--- src/rtl/pattern_ram_scheduler_if.sv ---
// Pattern RAM port and UART upload write channel shared by the playback scheduler.
// The scheduler side is the slave; the uploader plus RAM environment is the master.
interface pattern_ram_scheduler_if #(
  parameter int ADDR_W = 8,
  parameter int DATA_W = 72
);
  logic              wr_req;
  logic [ADDR_W-1:0] wr_addr;
  logic [DATA_W-1:0] wr_data;
  logic              wr_ack;
  logic [ADDR_W-1:0] ram_addr;
  logic              ram_we;
  logic [DATA_W-1:0] ram_din;
  logic [DATA_W-1:0] ram_dout;

  modport master (
    output wr_req, wr_addr, wr_data, ram_dout,
    input  wr_ack, ram_addr, ram_we, ram_din
  );

  modport slave (
    input  wr_req, wr_addr, wr_data, ram_dout,
    output wr_ack, ram_addr, ram_we, ram_din
  );
endinterface

--- src/rtl/pattern_ram_scheduler.sv ---
// Single-port pattern RAM owner: steps a [start,end] frame loop every HOLD ticks and
// slots upload writes between playback fetches so a write never lands mid-read.
module pattern_ram_scheduler #(
  parameter int ADDR_W = 8,
  parameter int DATA_W = 72
) (
  input  logic                  clk,
  input  logic                  rst,
  input  logic                  tick,
  input  logic                  enable,
  input  logic [ADDR_W-1:0]     start_addr,
  input  logic [ADDR_W-1:0]     end_addr,
  input  logic [3:0]            hold,
  pattern_ram_scheduler_if.slave bus,
  output logic [DATA_W-1:0]     frame,
  output logic [ADDR_W-1:0]     frame_addr,
  output logic                  frame_valid,
  output logic                  loop_done,
  output logic                  overrun
);

  typedef enum logic [1:0] {
    ST_IDLE    = 2'd0,
    ST_READ    = 2'd1,
    ST_CAPTURE = 2'd2,
    ST_WRITE   = 2'd3
  } state_t;

  state_t            state_r;
  state_t            state_next_s;
  logic [ADDR_W-1:0] play_addr_r;
  logic [ADDR_W-1:0] loop_end_r;
  logic [3:0]        hold_cnt_r;
  logic [3:0]        hold_last_s;
  logic              fetch_pend_r;
  logic              step_due_s;
  logic              at_end_s;
  logic [DATA_W-1:0] frame_r;
  logic [ADDR_W-1:0] frame_addr_r;
  logic              frame_valid_r;
  logic              loop_done_r;
  logic              overrun_r;

  // Step qualification; a count left above a freshly lowered hold also forces a step
  always_comb begin
    hold_last_s = 4'd0;
    step_due_s  = 1'b0;
    at_end_s    = (play_addr_r == loop_end_r);
    if (hold == 4'd0) begin
      hold_last_s = 4'd0;
    end else begin
      hold_last_s = hold - 4'd1;
    end
    if (enable && tick) begin
      step_due_s = (hold_cnt_r >= hold_last_s);
    end else begin
      step_due_s = 1'b0;
    end
  end

  // FSM state register
  always_ff @(posedge clk) begin
    if (rst) begin
      state_r <= ST_IDLE;
    end else begin
      state_r <= state_next_s;
    end
  end

  // FSM next state: a pending fetch always beats an upload
  always_comb begin
    state_next_s = ST_IDLE;
    case (state_r)
      ST_IDLE: begin
        if (fetch_pend_r && enable) begin
          state_next_s = ST_READ;
        end else if (bus.wr_req) begin
          state_next_s = ST_WRITE;
        end else begin
          state_next_s = ST_IDLE;
        end
      end
      ST_READ:    state_next_s = ST_CAPTURE;
      ST_CAPTURE: state_next_s = ST_IDLE;
      ST_WRITE:   state_next_s = ST_IDLE;
      default:    state_next_s = ST_IDLE;
    endcase
  end

  // FSM outputs: RAM port and write acknowledge decoded from state
  always_comb begin
    bus.ram_addr = play_addr_r;
    bus.ram_we   = 1'b0;
    bus.ram_din  = {DATA_W{1'b0}};
    bus.wr_ack   = 1'b0;
    case (state_r)
      ST_WRITE: begin
        bus.ram_addr = bus.wr_addr;
        bus.ram_we   = 1'b1;
        bus.ram_din  = bus.wr_data;
        bus.wr_ack   = 1'b1;
      end
      default: begin
        bus.ram_addr = play_addr_r;
      end
    endcase
  end

  // Playback pointer, hold counter and fetch request; loop end is re-latched only at wrap
  always_ff @(posedge clk) begin
    if (rst) begin
      play_addr_r  <= {ADDR_W{1'b0}};
      loop_end_r   <= {ADDR_W{1'b0}};
      hold_cnt_r   <= 4'd0;
      fetch_pend_r <= 1'b0;
      overrun_r    <= 1'b0;
    end else begin
      overrun_r <= step_due_s && fetch_pend_r && (state_r != ST_READ);
      if (!enable) begin
        play_addr_r  <= start_addr;
        loop_end_r   <= end_addr;
        hold_cnt_r   <= 4'd0;
        fetch_pend_r <= 1'b0;
      end else begin
        if (tick) begin
          hold_cnt_r <= step_due_s ? 4'd0 : hold_cnt_r + 4'd1;
        end
        if (step_due_s) begin
          fetch_pend_r <= 1'b1;
        end else if (state_r == ST_READ) begin
          fetch_pend_r <= 1'b0;
        end
        if (state_r == ST_CAPTURE) begin
          if (at_end_s) begin
            play_addr_r <= start_addr;
            loop_end_r  <= end_addr;
          end else begin
            play_addr_r <= play_addr_r + ADDR_W'(1);
          end
        end
      end
    end
  end

  // Captured frame and loop-completion pulse
  always_ff @(posedge clk) begin
    if (rst) begin
      frame_r       <= {DATA_W{1'b0}};
      frame_addr_r  <= {ADDR_W{1'b0}};
      frame_valid_r <= 1'b0;
      loop_done_r   <= 1'b0;
    end else begin
      loop_done_r <= 1'b0;
      if (state_r == ST_CAPTURE) begin
        frame_r       <= bus.ram_dout;
        frame_addr_r  <= play_addr_r;
        frame_valid_r <= 1'b1;
        loop_done_r   <= at_end_s;
      end
    end
  end

  assign frame       = frame_r;
  assign frame_addr  = frame_addr_r;
  assign frame_valid = frame_valid_r;
  assign loop_done   = loop_done_r;
  assign overrun     = overrun_r;

endmodule
--- src/flat_wrapper.sv ---
// flat-port wrapper written by rule: the top's interface ports become plain ports
module pattern_ram_scheduler_flat 
#(
  parameter int ADDR_W = 8,
  parameter int DATA_W = 72
)
  (clk, rst, tick, enable, start_addr, end_addr, hold, frame, frame_addr, frame_valid, loop_done, overrun, bus_wr_req, bus_wr_addr, bus_wr_data, bus_ram_dout, bus_wr_ack, bus_ram_addr, bus_ram_we, bus_ram_din);
  pattern_ram_scheduler_if #(.ADDR_W(ADDR_W), .DATA_W(DATA_W)) bus_i ();
  input  logic clk;
  input  logic rst;
  input  logic tick;
  input  logic enable;
  input  logic [ADDR_W-1:0] start_addr;
  input  logic [ADDR_W-1:0] end_addr;
  input  logic [3:0] hold;
  output logic [DATA_W-1:0] frame;
  output logic [ADDR_W-1:0] frame_addr;
  output logic frame_valid;
  output logic loop_done;
  output logic overrun;
  input wire logic [$bits(bus_i.wr_req)-1:0] bus_wr_req;
  input wire logic [$bits(bus_i.wr_addr)-1:0] bus_wr_addr;
  input wire logic [$bits(bus_i.wr_data)-1:0] bus_wr_data;
  input wire logic [$bits(bus_i.ram_dout)-1:0] bus_ram_dout;
  output wire logic [$bits(bus_i.wr_ack)-1:0] bus_wr_ack;
  output wire logic [$bits(bus_i.ram_addr)-1:0] bus_ram_addr;
  output wire logic [$bits(bus_i.ram_we)-1:0] bus_ram_we;
  output wire logic [$bits(bus_i.ram_din)-1:0] bus_ram_din;
  assign bus_i.wr_req = bus_wr_req;
  assign bus_i.wr_addr = bus_wr_addr;
  assign bus_i.wr_data = bus_wr_data;
  assign bus_i.ram_dout = bus_ram_dout;
  assign bus_wr_ack = bus_i.wr_ack;
  assign bus_ram_addr = bus_i.ram_addr;
  assign bus_ram_we = bus_i.ram_we;
  assign bus_ram_din = bus_i.ram_din;
  pattern_ram_scheduler #(.ADDR_W(ADDR_W), .DATA_W(DATA_W)) u_core (.clk(clk), .rst(rst), .tick(tick), .enable(enable), .start_addr(start_addr), .end_addr(end_addr), .hold(hold), .bus(bus_i), .frame(frame), .frame_addr(frame_addr), .frame_valid(frame_valid), .loop_done(loop_done), .overrun(overrun));
endmodule
--- config.mk ---
export PLATFORM = sky130hd
export DESIGN_NAME = pattern_ram_scheduler_flat
export DESIGN_NICKNAME = d
export VERILOG_FILES = /design/src/rtl/pattern_ram_scheduler_if.sv /design/src/rtl/pattern_ram_scheduler.sv /design/src/flat_wrapper.sv
export SDC_FILE = /design/constraint.sdc
export NUM_CORES = 1
export LEC_CHECK = 0
export CAP_MARGIN = 25
export CORE_AREA = 2 2 134 136
export DETAILED_ROUTE_END_ITERATION = 10
export DIE_AREA = 0 0 136 138
export PLACE_DENSITY_LB_ADDON = 0.12
export SYNTH_ARGS = -nofsm -noshare
export SYNTH_HDL_FRONTEND = slang
export SYNTH_SLANG_ARGS = --single-unit
--- constraint.sdc ---
create_clock -name clk -period 6.4 [get_ports clk]
set_input_delay 1.28 -clock clk [delete_from_list [all_inputs] [get_ports clk]]
set_output_delay 1.28 -clock clk [all_outputs]
set_load 0.01 [all_outputs]
### After elaboration in Yosys (flattened, before gate mapping)

Index checks and enable logic that the tools add are counted.

| word-level totals | value |
|---|---|
| flip-flop bits (word level) | 106 |
| output and inout port bits | 165 |

| operators by class | value |
|---|---|
| add/subtract/negate cells | 3 |
| order comparisons | 1 |
| equal/unequal tests | 7 |
| muxes and demuxes | 17 |
| bitwise logic cells | 2 |
| reductions and logical operators | 11 |

Operator list:

| cell | number |
|---|---|
| 72-bit two-way mux | 1 |
| 8-bit two-way mux | 7 |
| 8-bit by 1-bit adder with 8-bit output, second input constant | 1 |
| 8-bit == test | 1 |
| 4-bit two-way mux | 2 |
| 2-bit by 1-bit inequality test with 1-bit output, second input constant | 3 |
| 2-bit case mux with 3 select lines | 1 |
| 2-bit OR reduction | 3 |
| 4-bit by 1-bit adder with 4-bit output, second input constant | 1 |
| 2-bit == test, second input constant | 2 |
| 4-bit greater-or-equal comparator | 1 |
| 1-bit logical AND | 4 |
| 4-bit zero test | 1 |
| 1-bit two-way mux | 4 |
| 2-bit two-way mux | 2 |
| 4-bit by 1-bit subtractor with 4-bit output, second input constant | 1 |
| 2-bit by 1-bit == test with 1-bit output, second input constant | 1 |
| 2-bit zero test | 1 |
| 1-bit inverter | 2 |
| 2-bit AND reduction | 1 |
| 2-bit nonzero test | 1 |

### Depth between registers and ports, before layout

| depth | value |
|---|---|
| depth after elaboration | 6 |
| gate-level depth with buffers | 9 |
| depth with buffers taken out | 8 |

### Worst setup path after synthesis

No wires, ideal clock.

| timing path | value |
|---|---|
| path kind | input to register |
| start point | input hold[1] |
| end point | register u_core.overrun_r, in the netlist u_core.overrun |
| setup time | 0.141 ns |
| data arrival time | 2.734 ns |
| data required time | 6.259 ns |
| path slack | 3.526 ns |
| cell stages on the path | 9 |
| buffers on the path | 1 |
| cell sequence | nor3_1 nor2_1 ha_1 nand2b_1 a2111oi_0 or3_1 clkbuf_1 nand2b_1 nor4_1 |

| on the way | value |
|---|---|
| cells in the longest elaborated chain, start to end | 6 |
| elaborated cells between the ends (all ways) | 7 |

RTL lines:

| item | RTL line | RTL |
|---|---|---|
| start, declared | flat_wrapper.sv:15 | `input logic [3:0] hold;` |
| 4-bit by 1-bit subtractor with 4-bit output or 4-bit zero test (tied branches) | pattern_ram_scheduler.sv:52, pattern_ram_scheduler.sv:49 |  |
| 4-bit two-way mux * | pattern_ram_scheduler.sv:49 | `if (hold == 4'd0) begin` |
| 4-bit greater-or-equal comparator * | pattern_ram_scheduler.sv:55 | `step_due_s = (hold_cnt_r >= hold_last_s);` |
| 1-bit two-way mux * | pattern_ram_scheduler.sv:54 | `if (enable && tick) begin` |
| 1-bit logical AND * (2 in series) | pattern_ram_scheduler.sv:118 | `overrun_r <= step_due_s && fetch_pend_r && (state_r != ST_READ);` |
| end signal, assigned | pattern_ram_scheduler.sv:118 |  |
| end, declared | pattern_ram_scheduler.sv:42 | `logic overrun_r;` |

Every way passes the cells marked *; elsewhere a longest branch is shown, timed or not.
A chain may end at the register's enable or synchronous reset.

### Worst setup path after layout

| timing path | value |
|---|---|
| start point | input bus_wr_data[48] |
| end point | output bus_ram_din[48] |

| on the way | value |
|---|---|
| cells in the longest elaborated chain, start to end | 1 |

RTL lines:

| item | RTL line | RTL |
|---|---|---|
| start, declared | flat_wrapper.sv:23 | `input wire logic [$bits(bus_i.wr_data)-1:0] bus_wr_data;` |
| 72-bit two-way mux | pattern_ram_scheduler.sv:96 | `case (state_r)` |
| end, declared | flat_wrapper.sv:28 | `output wire logic [$bits(bus_i.ram_din)-1:0] bus_ram_din;` |

Every way passes these cells.

==> impl_metrics.env <==
export IMPL_crit_fanout=1
export IMPL_rsz0062_at_grt="false"
export IMPL_routed_via_density=4.56
export IMPL_hold_violations=0
export IMPL_gp_congestion=0.767
export IMPL_clk_latency_ns=0.35
export IMPL_first_global_vias=5052
export IMPL_worstSetupPathType="in2out"
export IMPL_fin_tns_setup_ns=0
export IMPL_avgSynthCellArea_um2=7.78
export IMPL_ys_ff_latch=106
export IMPL_hold_buffers=0
export IMPL_dp_cells=1139
export IMPL_h_tree_depth=3
export IMPL_max_slew_margin_rel=0.370
export IMPL_crit_chain="clkdlybuf4s50_1 > and3_1 > clkdlybuf4s50_1"
export IMPL_cts_root_buf="clkbuf_16"
export IMPL_multiInputGateArea_mm2=0.00246
export IMPL_synth_edf_count=0
export IMPL_r2r_start="u_core.state_r[1]$_SDFF_PP0_"
export IMPL_clockBufferDepth=2
export IMPL_syn_nets=805
export IMPL_synth_cell_types=45
export IMPL_post_dp_hpwl_um=12200
export IMPL_design_area_mm2=0.00865
export IMPL_power_density_mw_per_mm2=189
export IMPL_placed_cell_area_mm2=0.00834
export IMPL_vias=5275
export IMPL_fin_crit_ns=3.75
export IMPL_final_cell_mix="clkdlybuf4s50_1, nand2_1, dfxtp_1"
export IMPL_die_h_um=138
export IMPL_numCtsBuffers=9
export IMPL_path_common_cell="clkdlybuf4s50_1"
export IMPL_antenna_found_initial=2
export IMPL_chipWidth_um=136
export IMPL_grt_max_degree=89
export IMPL_worstSetupStartpoint="bus_wr_data[48]"
export IMPL_cp_required_ns=5.12
export IMPL_holdWs_ns=0.452
export IMPL_synth_cell_area_mm2=0.00484
export IMPL_async_reset_ff_frac=0
export IMPL_p_leak_uw=0.00332
export IMPL_fillers=1744
export IMPL_syn_inst=622
export IMPL_maxCapViolations=0
export IMPL_grt_total_usage=0.176
export IMPL_grt_ovfl_total=0
export IMPL_drt_pass1_iter_count=4
export IMPL_yosysWarnings=0
export IMPL_final_seq_area_mm2=0.00212
export IMPL_layout_commonest_cell="clkdlybuf4s50_1"
export IMPL_crit_family="buffers and inverters"
export IMPL_crit_path_end_kind="output port"
export IMPL_setup_viol=0
export IMPL_drc=0
export IMPL_max_freq_mhz=267
export IMPL_cp_data_arrival_time_ns=2.47
export IMPL_start_kind="primary input"
export IMPL_wl_per_cell_um=14.9
export IMPL_clock_skew_ns=0.00607
export IMPL_cts_tree="done"
export IMPL_wl_um=17200
export IMPL_ys_seq_area_frac=0.439
export IMPL_path_buf_inv=2
export IMPL_drive_gt1_frac=0.0421
export IMPL_port_buffers=341
export IMPL_die_area_mm2=0.0188
export IMPL_timing_final_crit_share=0.586
export IMPL_synthFlopType="dfxtp_1"
export IMPL_drtAntennaViolNets=0
export IMPL_drt_iter0_drc=232
export IMPL_core_area_mm2=0.0175
export IMPL_min_path_type="reg2reg"
export IMPL_max_stage_delay_ns=0.58
export IMPL_worst_pin_slew_ns=0.946
export IMPL_synthToLayoutAreaGrowth_pct=78.9
export IMPL_rows=49
export IMPL_vdd_drop_max_mv=0.115
export IMPL_ctsResizeCount=0
export IMPL_drv_slew=0
export IMPL_status="finished, final reports clean"
export IMPL_cts_sinks=106
export IMPL_fin_cells=1156
export IMPL_path_clk_slew_ns=0.07
export IMPL_cp_slowest_cell="clkdlybuf4s50_1"
export IMPL_initial_core_util=0.276
export IMPL_grt_pass1_wl_um=26300
export IMPL_post_cts_buffers=0
export IMPL_top_level_ports=342
export IMPL_worstHoldStart="u_core.frame[31]$_SDFFE_PP0P_"
export IMPL_nNetsFinal=1105
logic make-up (layout without fill, tap and decap cells):
family / count (synthesis) / in the layout / share of synthesized area
and+or+nand+nor: 308 / 308 / 0.303
muxes: 16 / 16 / 0.0349
buffers and inverters: 65 / 369 / 0.0566
other: 0 / 1 / 0
xor gates and xnor gates: 8 / 8 / 0.0145
DFF: 106 / 106 / 0.439
AOI/OAI and AO/OA: 113 / 113 / 0.137
adders and majority gates: 6 / 6 / 0.0155
worst register-to-register path: stages, from the launching register on:
cell      delay (ns)
dfxtp_2         0.32
buf_4           0.50
nor2b_4         0.80
buf_4           0.64
o21ai_0         0.18
a311oi_1        0.29
worst paths after layout:
check / end / slack, ns / depth (start not counted)
setup / recovery: bus_ram_din[48] / 2.65 / 3
hold / removal: u_core.frame[31]$_SDFFE_PP0P_ / 0.45 / 2
setup reg to reg: u_core.play_addr_r[4]$_SDFFE_PP0P_ / 3.59 / 5
hold reg to reg: u_core.frame[31]$_SDFFE_PP0P_ / 0.45 / 2
synthesized netlist by cell type, types with 2 or more instances:
cell / count / share of area
ha_1: 6 / 0.016
a2111oi_2: 2 / 0.0062
nor3_1: 6 / 0.0062
inv_1: 8 / 0.0062
and3_1: 73 / 0.094
dfxtp_1: 106 / 0.44
buf_1: 6 / 0.0047
nor4_1: 5 / 0.0065
nor2b_1: 5 / 0.0065
nor2_1: 18 / 0.014
buf_2: 6 / 0.0062
or3_1: 4 / 0.0052
clkbuf_1: 42 / 0.033
nand3_1: 10 / 0.010
o21ai_0: 6 / 0.0062
mux2_2: 7 / 0.016
nand2b_1: 9 / 0.012
nand4_2: 2 / 0.0052
nand4_1: 3 / 0.0039
a311oi_1: 2 / 0.0036
a31oi_1: 3 / 0.0039
xnor2_1: 8 / 0.014
o31ai_1: 2 / 0.0031
a21oi_1: 88 / 0.091
mux2i_1: 9 / 0.019
nand2_1: 167 / 0.13
report_power, final:
part,switching (uW),internal (uW),total [uW]
Clock,247,303,550
Combinational,154,210,364
Sequential,26.0,696,722
Total,426,1210,1640
per-layer routing:
layer,part of all wire,vias up,track usage
met5,0.00075,-,0
met4,0.023,2,0.0641
met3,0.094,26,0.0649
met2,0.46,202,0.288
met1,0.42,2351,0.209
li1,-,2694,-
state kept, by name (all words and copies together), names as in the netlist:
register             count
u_core.fetch_pend_r      1
u_core.frame            72
u_core.frame_addr        8
u_core.frame_valid       1
u_core.hold_cnt_r        4
u_core.loop_done         1
u_core.loop_end_r        8
u_core.overrun           1
u_core.play_addr_r       8
u_core.state_r           2
area by class of cell:
type / count / share of cell area
sequential: 106 / 0.245
clock inverter: 4 / 0.00607
clock buffer: 11 / 0.0269
timing repair buffer: 346 / 0.401
tap: 229 / 0.0331
inverter: 8 / 0.00347
antenna: 1 / 0.000289
multi-input combinational: 451 / 0.284
metrics by stage:
| stage | utilization | setup slack (ns) | total power, uW |
|---|---|---|---|
| floorplan | - | 3.53 | 885 |
| CTS | 0.492 | 2.65 | 1660 |
| detailed placement | 0.476 | 2.65 | 1100 |
| finish | 0.494 | 2.65 | 1640 |
| global placement | 0.476 | 2.67 | 1100 |
| global route | 0.494 | 2.62 | 1720 |
(Power assumes the default switching activity.)
